File: src/rtl/race_screen_fsm.sv
`default_nettype none
// ============================================================================
// Module      : race_screen_fsm
// Description : Top-level screen sequencer for the LED race game.
//               Walks MENU -> (COUNTDOWN) -> RACE -> FINISHED -> MENU,
//               captures the winning lane when the finish detector fires and
//               keeps that result on display until the next race starts.
//
// Optional feature macro: RACE_COUNTDOWN_EN
//   defined   : a 3/2/1 countdown screen sits between MENU and RACE
//   undefined : a start event in MENU goes straight to RACE, countdown_val
//               is tied to 0 and no countdown timer is built
//
// Ports
//   clk             system clock, all logic on the rising edge
//   rst             synchronous active-high reset
//   start_btn       level, OR of the player start buttons (already synced)
//   game_finished   level from the upstream finish detector
//   *_cur_pos       current LED position of each lane
//   is_in_menu      high in MENU
//   race_active     high in RACE; lane counters may only advance then
//   countdown_val   current countdown digit 3/2/1, 0 outside COUNTDOWN
//   finish_screen   high in FINISHED
//   winner          one-hot {yellow,blue,red,green}, bit0 = green
//   winner_valid    high while winner holds a captured result
//
// Revision    : 1.0 - initial release
// ============================================================================
module race_screen_fsm #(
    parameter int MAX_POS               = 109,
    parameter int COUNTDOWN_STEP_CYCLES = 25_000_000,
    parameter int FINISH_HOLD_CYCLES    = 100_000_000
) (
    input  logic                       clk,
    input  logic                       rst,
    input  logic                       start_btn,
    input  logic                       game_finished,
    input  logic [$clog2(MAX_POS)-1:0] green_cur_pos,
    input  logic [$clog2(MAX_POS)-1:0] red_cur_pos,
    input  logic [$clog2(MAX_POS)-1:0] blue_cur_pos,
    input  logic [$clog2(MAX_POS)-1:0] yellow_cur_pos,
    output logic                       is_in_menu,
    output logic                       race_active,
    output logic [1:0]                 countdown_val,
    output logic                       finish_screen,
    output logic [3:0]                 winner,
    output logic                       winner_valid
);

    // ------------------------------------------------------------------------
    // Constants
    // ------------------------------------------------------------------------
    localparam int c_POS_W  = $clog2(MAX_POS);
    localparam int c_HOLD_W = $clog2(FINISH_HOLD_CYCLES + 1);

    localparam logic [c_POS_W-1:0]  c_FINISH_POS = c_POS_W'(MAX_POS - 1);
    localparam logic [c_HOLD_W-1:0] c_HOLD_LAST  = c_HOLD_W'(FINISH_HOLD_CYCLES - 1);

    localparam logic [1:0] c_ST_MENU     = 2'd0;
`ifdef RACE_COUNTDOWN_EN
    localparam logic [1:0] c_ST_COUNTDOWN = 2'd1;
`endif
    localparam logic [1:0] c_ST_RACE     = 2'd2;
    localparam logic [1:0] c_ST_FINISHED = 2'd3;

`ifdef RACE_COUNTDOWN_EN
    localparam int c_CD_W = $clog2(COUNTDOWN_STEP_CYCLES + 1);
    localparam logic [c_CD_W-1:0] c_CD_LAST = c_CD_W'(COUNTDOWN_STEP_CYCLES - 1);
`endif

    // ------------------------------------------------------------------------
    // State and datapath registers
    // ------------------------------------------------------------------------
    logic [1:0]          r_state_q,        w_state_d;
    logic                r_start_q;
    logic [3:0]          r_winner_q,       w_winner_d;
    logic                r_winner_valid_q, w_winner_valid_d;
    logic [c_HOLD_W-1:0] r_hold_tmr_q,     w_hold_tmr_d;
`ifdef RACE_COUNTDOWN_EN
    logic [c_CD_W-1:0]   r_cd_tmr_q,       w_cd_tmr_d;
    logic [1:0]          r_cd_val_q,       w_cd_val_d;
`endif

    logic       w_start_evt;
    logic [3:0] w_lane_hit;
    logic [3:0] w_winner_pick;

    // Rising edge of the button level. The previous sample resets to 1 so a
    // button that is held while reset is released never counts as a press.
    assign w_start_evt = start_btn & ~r_start_q;

    // One bit per lane sitting on the finish LED, {yellow,blue,red,green}.
    assign w_lane_hit = {yellow_cur_pos == c_FINISH_POS,
                         blue_cur_pos   == c_FINISH_POS,
                         red_cur_pos    == c_FINISH_POS,
                         green_cur_pos  == c_FINISH_POS};

    // Ties are broken green > red > blue > yellow, i.e. lowest bit wins.
    always_comb begin
        w_winner_pick = 4'b0000;
        if (w_lane_hit[0]) begin
            w_winner_pick = 4'b0001;
        end else if (w_lane_hit[1]) begin
            w_winner_pick = 4'b0010;
        end else if (w_lane_hit[2]) begin
            w_winner_pick = 4'b0100;
        end else if (w_lane_hit[3]) begin
            w_winner_pick = 4'b1000;
        end
    end

    // ------------------------------------------------------------------------
    // Process 1: state register
    // ------------------------------------------------------------------------
    always_ff @(posedge clk) begin
        if (rst) begin
            r_state_q        <= c_ST_MENU;
            r_start_q        <= 1'b1;
            r_winner_q       <= 4'b0000;
            r_winner_valid_q <= 1'b0;
            r_hold_tmr_q     <= '0;
`ifdef RACE_COUNTDOWN_EN
            r_cd_tmr_q       <= '0;
            r_cd_val_q       <= 2'd0;
`endif
        end else begin
            r_state_q        <= w_state_d;
            r_start_q        <= start_btn;
            r_winner_q       <= w_winner_d;
            r_winner_valid_q <= w_winner_valid_d;
            r_hold_tmr_q     <= w_hold_tmr_d;
`ifdef RACE_COUNTDOWN_EN
            r_cd_tmr_q       <= w_cd_tmr_d;
            r_cd_val_q       <= w_cd_val_d;
`endif
        end
    end

    // ------------------------------------------------------------------------
    // Process 2: next-state and datapath update
    // ------------------------------------------------------------------------
    always_comb begin
        w_state_d        = r_state_q;
        w_winner_d       = r_winner_q;
        w_winner_valid_d = r_winner_valid_q;
        w_hold_tmr_d     = r_hold_tmr_q;
`ifdef RACE_COUNTDOWN_EN
        w_cd_tmr_d       = r_cd_tmr_q;
        w_cd_val_d       = r_cd_val_q;
`endif

        case (r_state_q)
            c_ST_MENU: begin
                // The previous result stays on screen until a new race is
                // requested; it is dropped in the same cycle as the start.
                if (w_start_evt) begin
                    w_winner_d       = 4'b0000;
                    w_winner_valid_d = 1'b0;
`ifdef RACE_COUNTDOWN_EN
                    w_state_d        = c_ST_COUNTDOWN;
                    w_cd_tmr_d       = '0;
                    w_cd_val_d       = 2'd3;
`else
                    w_state_d        = c_ST_RACE;
`endif
                end
            end

`ifdef RACE_COUNTDOWN_EN
            c_ST_COUNTDOWN: begin
                // The step timer restarts for each digit; the terminal
                // compare keeps it from ever wrapping.
                if (r_cd_tmr_q == c_CD_LAST) begin
                    w_cd_tmr_d = '0;
                    if (r_cd_val_q == 2'd1) begin
                        w_state_d  = c_ST_RACE;
                        w_cd_val_d = 2'd0;
                    end else begin
                        w_cd_val_d = r_cd_val_q - 2'd1;
                    end
                end else begin
                    w_cd_tmr_d = r_cd_tmr_q + 1'b1;
                end
            end
`endif

            c_ST_RACE: begin
                // Winner is taken from the lane positions seen on the same
                // edge that samples game_finished. With no lane on the
                // finish LED the race still ends, just without a winner.
                if (game_finished) begin
                    w_state_d        = c_ST_FINISHED;
                    w_hold_tmr_d     = '0;
                    w_winner_d       = w_winner_pick;
                    w_winner_valid_d = |w_lane_hit;
                end
            end

            c_ST_FINISHED: begin
                if (r_hold_tmr_q == c_HOLD_LAST) begin
                    w_state_d    = c_ST_MENU;
                    w_hold_tmr_d = '0;
                end else begin
                    w_hold_tmr_d = r_hold_tmr_q + 1'b1;
                end
            end

            default: begin
                w_state_d    = c_ST_MENU;
                w_hold_tmr_d = '0;
            end
        endcase
    end

    // ------------------------------------------------------------------------
    // Process 3: outputs, decoded from registers only
    // ------------------------------------------------------------------------
    always_comb begin
        is_in_menu    = (r_state_q == c_ST_MENU);
        race_active   = (r_state_q == c_ST_RACE);
        finish_screen = (r_state_q == c_ST_FINISHED);
        winner        = r_winner_q;
        winner_valid  = r_winner_valid_q;
`ifdef RACE_COUNTDOWN_EN
        countdown_val = r_cd_val_q;
`else
        countdown_val = 2'd0;
`endif
    end

endmodule
`default_nettype wire
File: config.mk
export PLATFORM = sky130hd
export DESIGN_NAME = race_screen_fsm
export DESIGN_NICKNAME = d
export VERILOG_FILES = /design/src/rtl/race_screen_fsm.sv
export SDC_FILE = /design/constraint.sdc
export NUM_CORES = 1
export LEC_CHECK = 0
export ABC_AREA = 1
export BUFFER_PORTS_ARGS = -buffer_cell sky130_fd_sc_hd__buf_2
export CAP_MARGIN = 20
export CORE_UTILIZATION = 50
export DETAILED_ROUTE_END_ITERATION = 8
export GPL_ROUTABILITY_DRIVEN = 0
export GPL_TIMING_DRIVEN = 0
export HOLD_SLACK_MARGIN = 0.08
export PLACE_DENSITY_LB_ADDON = 0.25
export SYNTH_ARGS = -nofsm -noshare
export SYNTH_HDL_FRONTEND = slang
export SYNTH_SLANG_ARGS = --single-unit
File: constraint.sdc
create_clock -name clk -period 2.43 [get_ports clk]
set_clock_uncertainty 0.2 [all_clocks]
set_input_delay 0.729 -clock clk [delete_from_list [all_inputs] [get_ports clk]]
set_output_delay 0.729 -clock clk [all_outputs]
set_load 0.01 [all_outputs]
=== Word level (Yosys, flattened, before mapping) ===
Index checks and enable logic that the tools add are counted.

* Add/sub/neg operators: 1
* Bitwise logic cells: 3
* Eq/ne operators: 10
* Reduce and logical (&&, ||, !) cells: 6
* Mux-type cells: 17

{| class="wikitable"
|+ Operator list
! cell !! count
|-
| case mux 27 bit (3 select lines) || 1
|-
| 2-to-1 mux 27 bit || 2
|-
| == test 7 bit, second input constant || 4
|-
| adder 27 x 1 -> 27 bit, second input constant || 1
|-
| == test 27 bit, second input constant || 1
|-
| 2-to-1 mux 4 bit || 6
|-
| case mux 4 bit (2 select lines) || 1
|-
| 2-to-1 mux 2 bit || 3
|-
| case mux 2 bit (3 select lines) || 1
|-
| AND reduction 3 bit || 2
|-
| == test 2 bit, second input constant || 2
|-
| != test 2 x 1 -> 1 bit, second input constant || 2
|-
| OR reduction 4 bit || 1
|-
| zero test 2 bit || 1
|-
| 2-to-1 mux 1 bit || 2
|-
| != test 2 bit, second input constant || 1
|-
| inverter 1 bit || 2
|-
| case mux 1 bit (2 select lines) || 1
|-
| AND reduction 2 bit || 1
|-
| nonzero test 2 bit || 1
|-
| AND 1 bit || 1
|}

* Register bits after elaboration: 35
* Output and inout bits: 10
* Logic and storage cells: 42

=== Depth between registers and ports, before layout ===
Gate-level depths: netlist of run 1.

* Word-level depth: 7
* Mapped depth: 11
* Depth with buffers taken out: 11

=== Least setup slack after synthesis of run 1 ===
No wires, ideal clock.

* Path type: input -> register
* From: input port game_finished
* To: register r_hold_tmr_q[18]
* Arrival time: 1.569 ns
* Data required time: 2.166 ns
* Path buffers: 1
* Cell stages on the path: 6
* Path slack: 0.597 ns
* Cells stage by stage: a21oi_2 -> inv_1 -> nand2_4 -> nand2_4 -> buf_6 -> nor2_1

* Longest elaborated chain between the ends: 2

{| class="wikitable"
|+ RTL lines
! element !! RTL line !! text
|-
| from (decl) || 37 || <nowiki>input logic game_finished,</nowiki>
|-
| != test 2 bit (no line) || n/a ||
|-
| AND reduction 2 bit (no line) || n/a ||
|-
| to (signal assigned) || 131 || <nowiki>r_hold_tmr_q <= w_hold_tmr_d;</nowiki>
|-
| to (decl) || 78 || <nowiki>logic [c_HOLD_W-1:0] r_hold_tmr_q, w_hold_tmr_d;</nowiki>
|}

Every way passes these cells.
A chain may end at the register's enable or synchronous reset.

=== Worst setup path after layout of run 1 ===
* From: register r_state_q[1]
* To: output port race_active

* Longest elaborated chain between the ends: 1

{| class="wikitable"
|+ RTL lines
! element !! RTL line !! text
|-
| from (decl) || 74 || <nowiki>logic [1:0] r_state_q, w_state_d;</nowiki>
|-
| from (signal assigned) || 117 || <nowiki>r_state_q <= c_ST_MENU;</nowiki>
|-
| from (signal assigned) || 127 || <nowiki>r_state_q <= w_state_d;</nowiki>
|-
| == test 2 bit || 220 || <nowiki>race_active = (r_state_q == c_ST_RACE);</nowiki>
|-
| to (decl) || 43 || <nowiki>output logic race_active,</nowiki>
|}

Every way passes these cells.

==> results of run 1 <==
## power by group
part / switching (mW) / internal (mW)
Clock: 0.228 / 0.409
Sequential: 0.00345 / 0.578
Combinational: 0.0502 / 0.0371
## layout make-up
cell class	instances	area, um^2	share of cell area, %
clock buffers	5	68.8	2.79
plain buffers	6	37.5	1.52
flip-flops and latches	35	701	28.4
clock inverters	3	67.6	2.74
well taps	50	62.6	2.54
multi-input cells	259	1190	48.3
inverters	39	146	5.94
repair buffers	38	190	7.72
## cells in the final DEF (no fill, tap or decap), drive strengths merged
master / count
clkinvlp: 1
a21oi: 16
nand2: 95
nor4: 1
nor2: 77
xnor2: 5
dfxtp: 35
ha: 1
xor2: 6
buf: 41
nand4: 3
o21bai: 1
a31oi: 1
a21o: 1
nand3b: 4
bufinv: 2
o22ai: 1
inv: 39
o21ai: 7
and2: 1
clkbuf: 8
nor3: 8
nand3: 29
conb: 2
## cells by family after synthesis
family          count (synthesis)  synth area share (%)
compound gates                 27                  7.07
xor+xnor                       11                  4.65
fa+ha+maj                       1                 0.604
buf+inv                        45                  8.88
flops                          35                  33.8
other cells                     1                 0.181
simple gates                  218                  44.8
## per-stage QoR
step	hold slack (ps)	power, mW	util, %
final	272	1.31	61.6
after CTS	272	1.32	61.6
after floorplan	253	0.642	-
after global placement	252	0.682	58.2
after global routing	310	1.35	61.6
after detailed placement	260	0.683	58.2
## routing by layer
metal / vias to the layer above / routed length, um / GRT usage [%]
met3: 11 / 220 / 5.86
met4: 0 / 103 / 10.6
met5: - / 0 / 0
li1: 1149 / - / -
met1: 925 / 2160 / 27.3
met2: 59 / 2220 / 42.2
## tightest hold or removal path, stage by stage, from the launching register on
cell and delay (ps):
sky130_fd_sc_hd__dfxtp_1 310, sky130_fd_sc_hd__nand2_1 60, sky130_fd_sc_hd__a21oi_1 60
## sequential cells by signal, summed over array words and instances, names as in the netlist
name          count
r_hold_tmr_q     27
r_start_q         1
r_state_q         2
winner            4
winner_valid      1
## Yosys cell counts (3+ instances only)
cell type                  number
sky130_fd_sc_hd__nand3_1       29
sky130_fd_sc_hd__dfxtp_1       35
sky130_fd_sc_hd__xor2_1         6
sky130_fd_sc_hd__nor3_1         8
sky130_fd_sc_hd__o21ai_0        7
sky130_fd_sc_hd__a21oi_1       15
sky130_fd_sc_hd__xnor2_1        5
sky130_fd_sc_hd__nor2_1        71
sky130_fd_sc_hd__nand3b_1       4
sky130_fd_sc_hd__nand2_1       91
sky130_fd_sc_hd__inv_2          4
sky130_fd_sc_hd__nor2_2         6
sky130_fd_sc_hd__clkbuf_1       3
sky130_fd_sc_hd__inv_1         35
sky130_fd_sc_hd__nand4_1        3
## worst paths after layout
| kind | from | end | slack, ps | cells past startpoint |
|---|---|---|---|---|
| worst max register to register | r_hold_tmr_q[1]$_SDFFE_PP0P_ | r_hold_tmr_q[6]$_SDFFE_PP0P_ | 500 | 11 |
| worst max-delay path | r_state_q[1]$_SDFFE_PP0P_ | race_active | 420 | 3 |
| worst min register to register | winner[0]$_SDFFE_PP0P_ | winner[0]$_SDFFE_PP0P_ | 270 | 2 |
| worst min-delay path | winner[0]$_SDFFE_PP0P_ | winner[0]$_SDFFE_PP0P_ | 270 | 2 |
==> flow_metrics.tcl, run 1 <==
set metrics [dict create \
    status "finished, final reports clean" \
    post-dp-hpwl_um 3650 \
    leakage_nw 0.975 \
    holdCritPathClass "flop to flop" \
    final.setup.worst_slack_ps 418 \
    final_setup_violation_count 0 \
    critical_path.cell_chain "inv_2 > nor2_2 > buf_2" \
    slowest_stage "sky130_fd_sc_hd__dfxtp_1" \
    clk_slew_on_worst_s_h_paths_ps 80 \
    nFillCells 373 \
    family_with_the_most_delay_on_the_worst_path "flip-flops" \
    slew_at_the_pin_with_the_worst_max_slew_slack_ps 587 \
    critPathLaunchType "flop" \
    cp_num_buf_inv 2 \
    cell_type_contributing_the_most_total_cell_area_after_synthesis "sky130_fd_sc_hd__dfxtp_1" \
    layout-drive-gt1-share_pct 16.6 \
    cell_types_with_the_largest_area_share_after_synthesis "sky130_fd_sc_hd__dfxtp_1 (34%), sky130_fd_sc_hd__nand2_1 (16%), sky130_fd_sc_hd__nor2_1 (13%)" \
    achievable-frequency_ghz 0.497 \
    die_area_um2 4400 \
    vias 2144 \
    core_region_area_um2 4000 \
    grt_pass1_vias 1923 \
    tritoncts "yes" \
    syn_area_per_cell_um2 6.13 \
    cp_max_fo 5 \
    grt_first_pass_wirelength_um 7930 \
    synth_enable_flop_cells 0 \
    finalWorstPathRequiredPeriod_ps 2010 \
    cts_buffers 5 \
    drc_errors 0 \
    num-nets-final 417 \
    final_cell_count_no_fill 435 \
    number_of_pins_exceeding_their_max_slew_limit_in_the_final_report 0 \
    cts_root_buf "sky130_fd_sc_hd__clkbuf_8" \
    dp_cells 427 \
    chipHeight_um 66.4 \
    port-buffer-count 38 \
    clk_path_buf_depth 2 \
    dominant_register_cell_in_the_synthesized_netlist "sky130_fd_sc_hd__dfxtp_1" \
    post-route-cell-area_um2 2460 \
    hold_buffers 0 \
    globalRouteTotalUtil_pct 24.1 \
    final-hold-violation-count 0 \
    start_util_pct 51.8 \
    ys_seq_elements 35 \
    required_ps 1500 \
    die_x_um 66.4 \
    globalRoute.totalOverflow 0 \
    place_ws_ps 185 \
    yosysTopAreaCellShare_pct 33.8 \
    share_of_flip_flops_with_an_asynchronous_set_or_reset_pct 0 \
    drt_first_pass_iters 4 \
    power.density_cell_area_nw_per_um2 530 \
    rsz0062_at_grt "false" \
    sequential_fraction_of_the_synthesis_area_pct 33.8 \
    antennaDiodeCount 0 \
    wire_per_inst_um 10.8 \
    timing.slew.headroom_pct 60.9 \
    cts-resized-gates 0 \
    numClockSinks 35 \
    maxCapViolCount 0 \
    power.ir.vdd_worst_v 0.000277 \
    placedInstanceArea_um2 2330 \
    drt_iter0_drc 117 \
    post_cts.repair.setup_buffers 0 \
    ioPinCount 42 \
    mappedNetlistArea_um2 2070 \
    fin_crit_sh_pct 82.8 \
    setup.worst_path.class "flop to output pin" \
    antenna_found_initial 0 \
    cts.htree.levels 2 \
    postSynthCellCount 338 \
    warning_count_from_the_yosys_run 0 \
    setup_tns_ps 0 \
    clock_latency_ps 290 \
    stage_delay_of_the_slowest_cell_on_the_critical_path_ps 400 \
    via_per_inst 4.93 \
    final_antenna_net_count 0 \
    timing.critical_path.arrival_ps 1080 \
    crit_path_end_kind "output pin" \
    ys_types 28 \
    placement_rows 23 \
    grt_start_max_net_pins 13 \
    finalWirelength_um 4700 \
    syn_to_final_growth_pct 19.0 \
]
(Power assumes the default switching activity.)
==> run 2: changes to the inputs <==
- CORE_UTILIZATION: 50 -> 49
- clock period: 2.43 -> 1.78 ns (I/O delays scaled with it)
==> run 2 against run 1 <==
Effect of this change: clock power is 11% lower; count of clock-buffer cells in the layout is 2 higher; die area grew 2.0%; register-to-register slack worse by 500 ps; sequential share of layout area down 1.5 points; combinational power up 81%; via count is 8.3% higher; critical path type is now flop to flop; largest cell class unchanged; highest routed layer unchanged.
==> flow_metrics.tcl, run 2 (synthesized netlist as in run 1, its figures left out) <==
set metrics [dict create \
    syn_to_final_growth_pct 30.4 \
    status "finished, final reports clean" \
    rsz0062_at_grt "true" \
    storage_element_area_um2 728 \
    critical-path-top-cell-by-count "sky130_fd_sc_hd__nand2_4" \
    start_util_pct 51.4 \
    antenna_found_initial 0 \
    num-nets-final 429 \
    antennaDiodeCount 0 \
    die_x_um 67.0 \
    final-hold-violation-count 0 \
    power.density_cell_area_nw_per_um2 563 \
    clk_path_buf_depth 2 \
    globalRouteTotalUtil_pct 24.6 \
    port-buffer-count 38 \
    multi_input_comb_area_um2 1320 \
    cp_max_fo 5 \
    max_flop_register "r_hold_tmr_q" \
    post-dp-hpwl_um 3660 \
    wire_per_inst_um 12.2 \
    slowest_stage "sky130_fd_sc_hd__dfxtp_1" \
    crit_path_end_kind "flop" \
    layout-drive-gt1-share_pct 29.0 \
    largest_register_ff_count 27 \
    utilization_pct 67.0 \
    finalWorstPathRequiredPeriod_ps 1780 \
    place_ws_ps -242 \
    final_cell_mix "sky130_fd_sc_hd__nand2_1 (84), sky130_fd_sc_hd__nor2_1 (60), sky130_fd_sc_hd__buf_2 (38), sky130_fd_sc_hd__inv_1 (33), sky130_fd_sc_hd__nand3_1 (27)" \
    ioPinCount 42 \
    clock_latency_ps 300 \
    setup.worst_path.class "flop to flop" \
    number_of_pins_exceeding_their_max_slew_limit_in_the_final_report 0 \
    family_with_the_most_delay_on_the_worst_path "simple AND/OR/NAND/NOR gates" \
    leakage_nw 1.05 \
    chipHeight_um 67.0 \
    cts_buffers 5 \
    critical_path.cell_chain "nor2_1 > nand2_1 > inv_1 > nand2_1 > nor2_4 > nand2_2 > nand2_4 > nand2_4 > nand2_4 > bufbuf_16 > nor2_1" \
    dp_cells 427 \
    drt_iter0_drc 176 \
    power.ir.vdd_worst_v 0.000426 \
    final_setup_violation_count 0 \
    grt_first_pass_wirelength_um 8340 \
    via_per_inst 5.19 \
    drt_first_pass_iters 4 \
    final_cell_count_no_fill 447 \
    final.setup.worst_slack_ps 2.83 \
    vias 2321 \
    cp_num_buf_inv 2 \
    timing.hold.ws_ps 220 \
    total_power_mw 1.52 \
    numClockSinks 35 \
    drc_errors 0 \
    stage_delay_of_the_slowest_cell_on_the_critical_path_ps 360 \
    grt_start_max_net_pins 11 \
    cts_root_buf "sky130_fd_sc_hd__clkbuf_8" \
    placement_rows 23 \
    holdCritPathClass "input pin to flop" \
    core_region_area_um2 4030 \
    clk_slew_on_worst_s_h_paths_ps 70 \
    hold_buffers 0 \
    fin_crit_sh_pct 99.8 \
    critPathLaunchType "flop" \
    die_area_um2 4490 \
    maxCapViolCount 0 \
    timing.critical_path.arrival_ps 1760 \
    final_antenna_net_count 0 \
    most_common_cell_after_layout_fill_and_taps_aside "sky130_fd_sc_hd__nand2_1" \
    tritoncts "yes" \
    nFillCells 354 \
    achievable-frequency_ghz 0.563 \
    grt_pass1_vias 1970 \
    finalWirelength_um 5480 \
    required_ps 1760 \
    cts.htree.levels 2 \
    globalRoute.totalOverflow 0 \
]
## run 2: worst reg2reg max path: stages (launching register included)
cell                        delay, ps
sky130_fd_sc_hd__dfxtp_1          360
sky130_fd_sc_hd__nor2_1           110
sky130_fd_sc_hd__nand2_1           90
sky130_fd_sc_hd__inv_1             80
sky130_fd_sc_hd__nand2_1           90
sky130_fd_sc_hd__nor2_4           130
sky130_fd_sc_hd__nand2_2           90
sky130_fd_sc_hd__nand2_4           80
sky130_fd_sc_hd__nand2_4           60
sky130_fd_sc_hd__nand2_4           90
sky130_fd_sc_hd__bufbuf_16        260
sky130_fd_sc_hd__nor2_1            30
## run 2: area by class of cell
class / count / share of cell area, %
flip-flops and latches: 35 / 27.0
plain buffers: 6 / 1.58
well taps: 50 / 2.32
multi-input cells: 259 / 48.7
clock buffers: 7 / 2.83
repair buffers: 50 / 11.9
clock inverters: 1 / 0.185
inverters: 39 / 5.51
## run 2: power by group
part	internal, mW	total [mW]	switching, mW	leakage (nW)
Combinational	0.0810	0.158	0.0767	0.717
Sequential	0.786	0.792	0.00576	0.292
Clock	0.275	0.569	0.295	0.0422
## run 2: final timing paths
path	cells after the start	slack [ps]	startpoint	endpoint
max reg2reg	11	3	r_hold_tmr_q[9]$_SDFFE_PP0P_	r_hold_tmr_q[10]$_SDFFE_PP0P_
min reg2reg	2	270	winner[3]$_SDFFE_PP0P_	winner[3]$_SDFFE_PP0P_
max	11	3	r_hold_tmr_q[9]$_SDFFE_PP0P_	r_hold_tmr_q[10]$_SDFFE_PP0P_
min	3	220	start_btn	r_start_q$_SDFF_PP1_
## run 2: repair_timing
| item | in CTS | in global routing |
|---|---|---|
| setup endpoints to repair | 17 | 27 |
| gates resized for setup | 13 | 47 |
| cloned | 1 | 0 |
| pin swaps | 6 | 9 |
| buffers inserted | 8 | 3 |
## run 2: per-layer routing
layer | vias up | part of all wire [%] | GRT usage (%)
met3 | 20 | 6.6 | 5.99
li1 | 1166 | - | -
met2 | 89 | 49 | 41.4
met5 | - | 0 | 0
met1 | 1046 | 41 | 29.5
met4 | 0 | 3.3 | 10.1
## run 2: metrics by stage
stage	instance area [um^2]	TNS, ps
2_1_floorplan	2070	0
3_3_place_gp	2330	-3990
3_5_place_dp	2330	-4370
4_1_cts	2550	0
5_1_grt	2700	-677
6_report	2700	0
==> run 3: changes to the inputs <==
- BUFFER_PORTS_ARGS: -buffer_cell sky130_fd_sc_hd__buf_2 -> unset
- CORE_UTILIZATION: 49 -> 50
- DONT_BUFFER_PORTS: unset -> 1
==> run 3 against run 2 <==
Effect of this change: setup slack worse by 53 ps; sequential power is 0.5% higher; the flow now finishes with violations (negative setup slack); die area is 1.9% lower; first-iteration DRC count is 37% lower; count of clock-buffer cells in the layout is 2 lower; utilization is 2.8 points lower; critical path depth stayed put; register-to-register slack worse by 50 ps; final cell count is 8.3% lower; sequential share of layout area is 1.3 points higher.
==> flow_metrics.tcl, run 3 (synthesized netlist as in run 1, its figures left out) <==
set metrics [dict create \
    dp_cells 389 \
    rsz0062_at_grt "true" \
    final_antenna_net_count 0 \
    die_area_um2 4400 \
    place_ws_ps -203 \
    antenna_found_initial 0 \
    cts_buffers 5 \
    setup_tns_ps -299 \
    cts_root_buf "sky130_fd_sc_hd__clkbuf_8" \
    clk_path_buf_depth 2 \
    final-hold-violation-count 0 \
    grt_pass1_vias 1982 \
    globalRoute.totalOverflow 0 \
    grt_first_pass_wirelength_um 8390 \
    clock_latency_ps 300 \
    vias 2218 \
    power.share.switching_pct 23.2 \
    drc_errors 0 \
    largest_register_ff_count 27 \
    most_common_cell_after_layout_fill_and_taps_aside "sky130_fd_sc_hd__nand2_1" \
    cts.htree.levels 2 \
    holdCritPathClass "input pin to flop" \
    placement_rows 23 \
    cp_num_buf_inv 2 \
    chipHeight_um 66.4 \
    power.ir.vdd_worst_v 0.000454 \
    core_region_area_um2 4000 \
    antennaDiodeCount 0 \
    tritoncts "yes" \
    final_cell_mix "sky130_fd_sc_hd__nand2_1 (85), sky130_fd_sc_hd__nor2_1 (58), sky130_fd_sc_hd__inv_1 (33), sky130_fd_sc_hd__nand3_1 (29)" \
    final_cell_count_no_fill 410 \
    leakage_nw 0.899 \
    wire_per_inst_um 13.2 \
    setup.worst_path.class "flop to flop" \
    max_flop_register "r_hold_tmr_q" \
    stage_delay_of_the_slowest_cell_on_the_critical_path_ps 410 \
    achievable-frequency_ghz 0.546 \
    via_per_inst 5.41 \
    post-route-cell-area_um2 2570 \
    finalWorstPathRequiredPeriod_ps 1830 \
    port-buffer-count 0 \
    drt_iter0_drc 111 \
    cell_internal_pwr_mw 1.26 \
    fin_crit_sh_pct 103 \
    ioPinCount 42 \
    critical_path.cell_chain "nand2_1 > nor2_4 > nand2_2 > nor2_1 > nand2_1 > nand2_2 > nand2_4 > nand2_8 > buf_12 > buf_8 > nor2_1" \
    status "finished, violations left" \
    timing.critical_path.arrival_ps 1810 \
    maxCapViolCount 0 \
    slowest_stage "sky130_fd_sc_hd__dfxtp_1" \
    syn_to_final_growth_pct 24.1 \
    critPathLaunchType "flop" \
    placedInstanceArea_um2 2140 \
    power.density_cell_area_nw_per_um2 636 \
    grt_start_max_net_pins 12 \
    required_ps 1760 \
    globalRouteTotalUtil_pct 25.5 \
    cp_max_fo 5 \
    hold_buffers 0 \
    power_frac_comb_pct 8.1 \
    timing.hold.ws_ps 132 \
    p_switching_mw 0.379 \
    total_power_mw 1.64 \
    post-dp-hpwl_um 3670 \
    die_x_um 66.4 \
    nFillCells 382 \
    clk_slew_on_worst_s_h_paths_ps 70 \
    numClockSinks 35 \
    violated_checks "negative setup slack" \
    family_with_the_most_delay_on_the_worst_path "simple AND/OR/NAND/NOR gates" \
    drt_first_pass_iters 4 \
    number_of_pins_exceeding_their_max_slew_limit_in_the_final_report 0 \
    crit_path_end_kind "flop" \
    layout-drive-gt1-share_pct 23.3 \
    finalWirelength_um 5390 \
    num-nets-final 393 \
    utilization_pct 64.2 \
    seq_power_share_pct 48.7 \
    final.setup.worst_slack_ps -50.0 \
    clock_power_share_pct 43.2 \
    final_setup_violation_count 12 \
    start_util_pct 51.8 \
]
## run 3: worst register-to-register path: cells and delay by family (launching register included)
kind          cells  cell delay (ps)
flops             1              410
buf+inv           2              230
simple gates      9              860
## run 3: final timing paths
path,slack (ps),cells past startpoint,end,from
hold reg to reg,290,2,r_hold_tmr_q[23]$_SDFFE_PP0P_,r_hold_tmr_q[23]$_SDFFE_PP0P_
setup / recovery,-50,11,r_hold_tmr_q[10]$_SDFFE_PP0P_,r_hold_tmr_q[2]$_SDFFE_PP0P_
setup reg to reg,-50,11,r_hold_tmr_q[10]$_SDFFE_PP0P_,r_hold_tmr_q[2]$_SDFFE_PP0P_
hold / removal,130,2,r_start_q$_SDFF_PP1_,start_btn
## run 3: layer usage
layer  global-route usage, %  part of all wire [%]
met5                       0                     0
met4                    12.0                   4.3
met3                    5.86                   6.3
met2                    43.6                    49
met1                    29.8                    40
## run 3: layout make-up
type | instances | area (um^2) | area share [%]
tap | 50 | 62.6 | 2.43
multi-input combinational | 259 | 1330 | 51.6
buffer | 6 | 43.8 | 1.70
timing repair buffer | 14 | 154 | 5.99
clock inverter | 2 | 37.5 | 1.46
inverter | 39 | 153 | 5.94
clock buffer | 5 | 68.8 | 2.68
sequential | 35 | 726 | 28.2
## run 3: what timing repair did
| item | CTS | global route |
|---|---|---|
| gates cloned | 1 | 0 |
| gates resized for setup | 10 | 53 |
| setup buffers | 11 | 3 |
| endpoints found under the setup margin | 15 | 32 |
| pin swaps | 5 | 8 |
## run 3: power by group through the flow
stage	registers (mW)	logic [mW]	clock network (mW)
after floorplan	0.814	0.0626	0
after global placement	0.815	0.0796	0
after detailed placement	0.815	0.0808	0
after CTS	0.797	0.115	0.706
after global routing	0.797	0.144	0.739
final	0.796	0.133	0.706
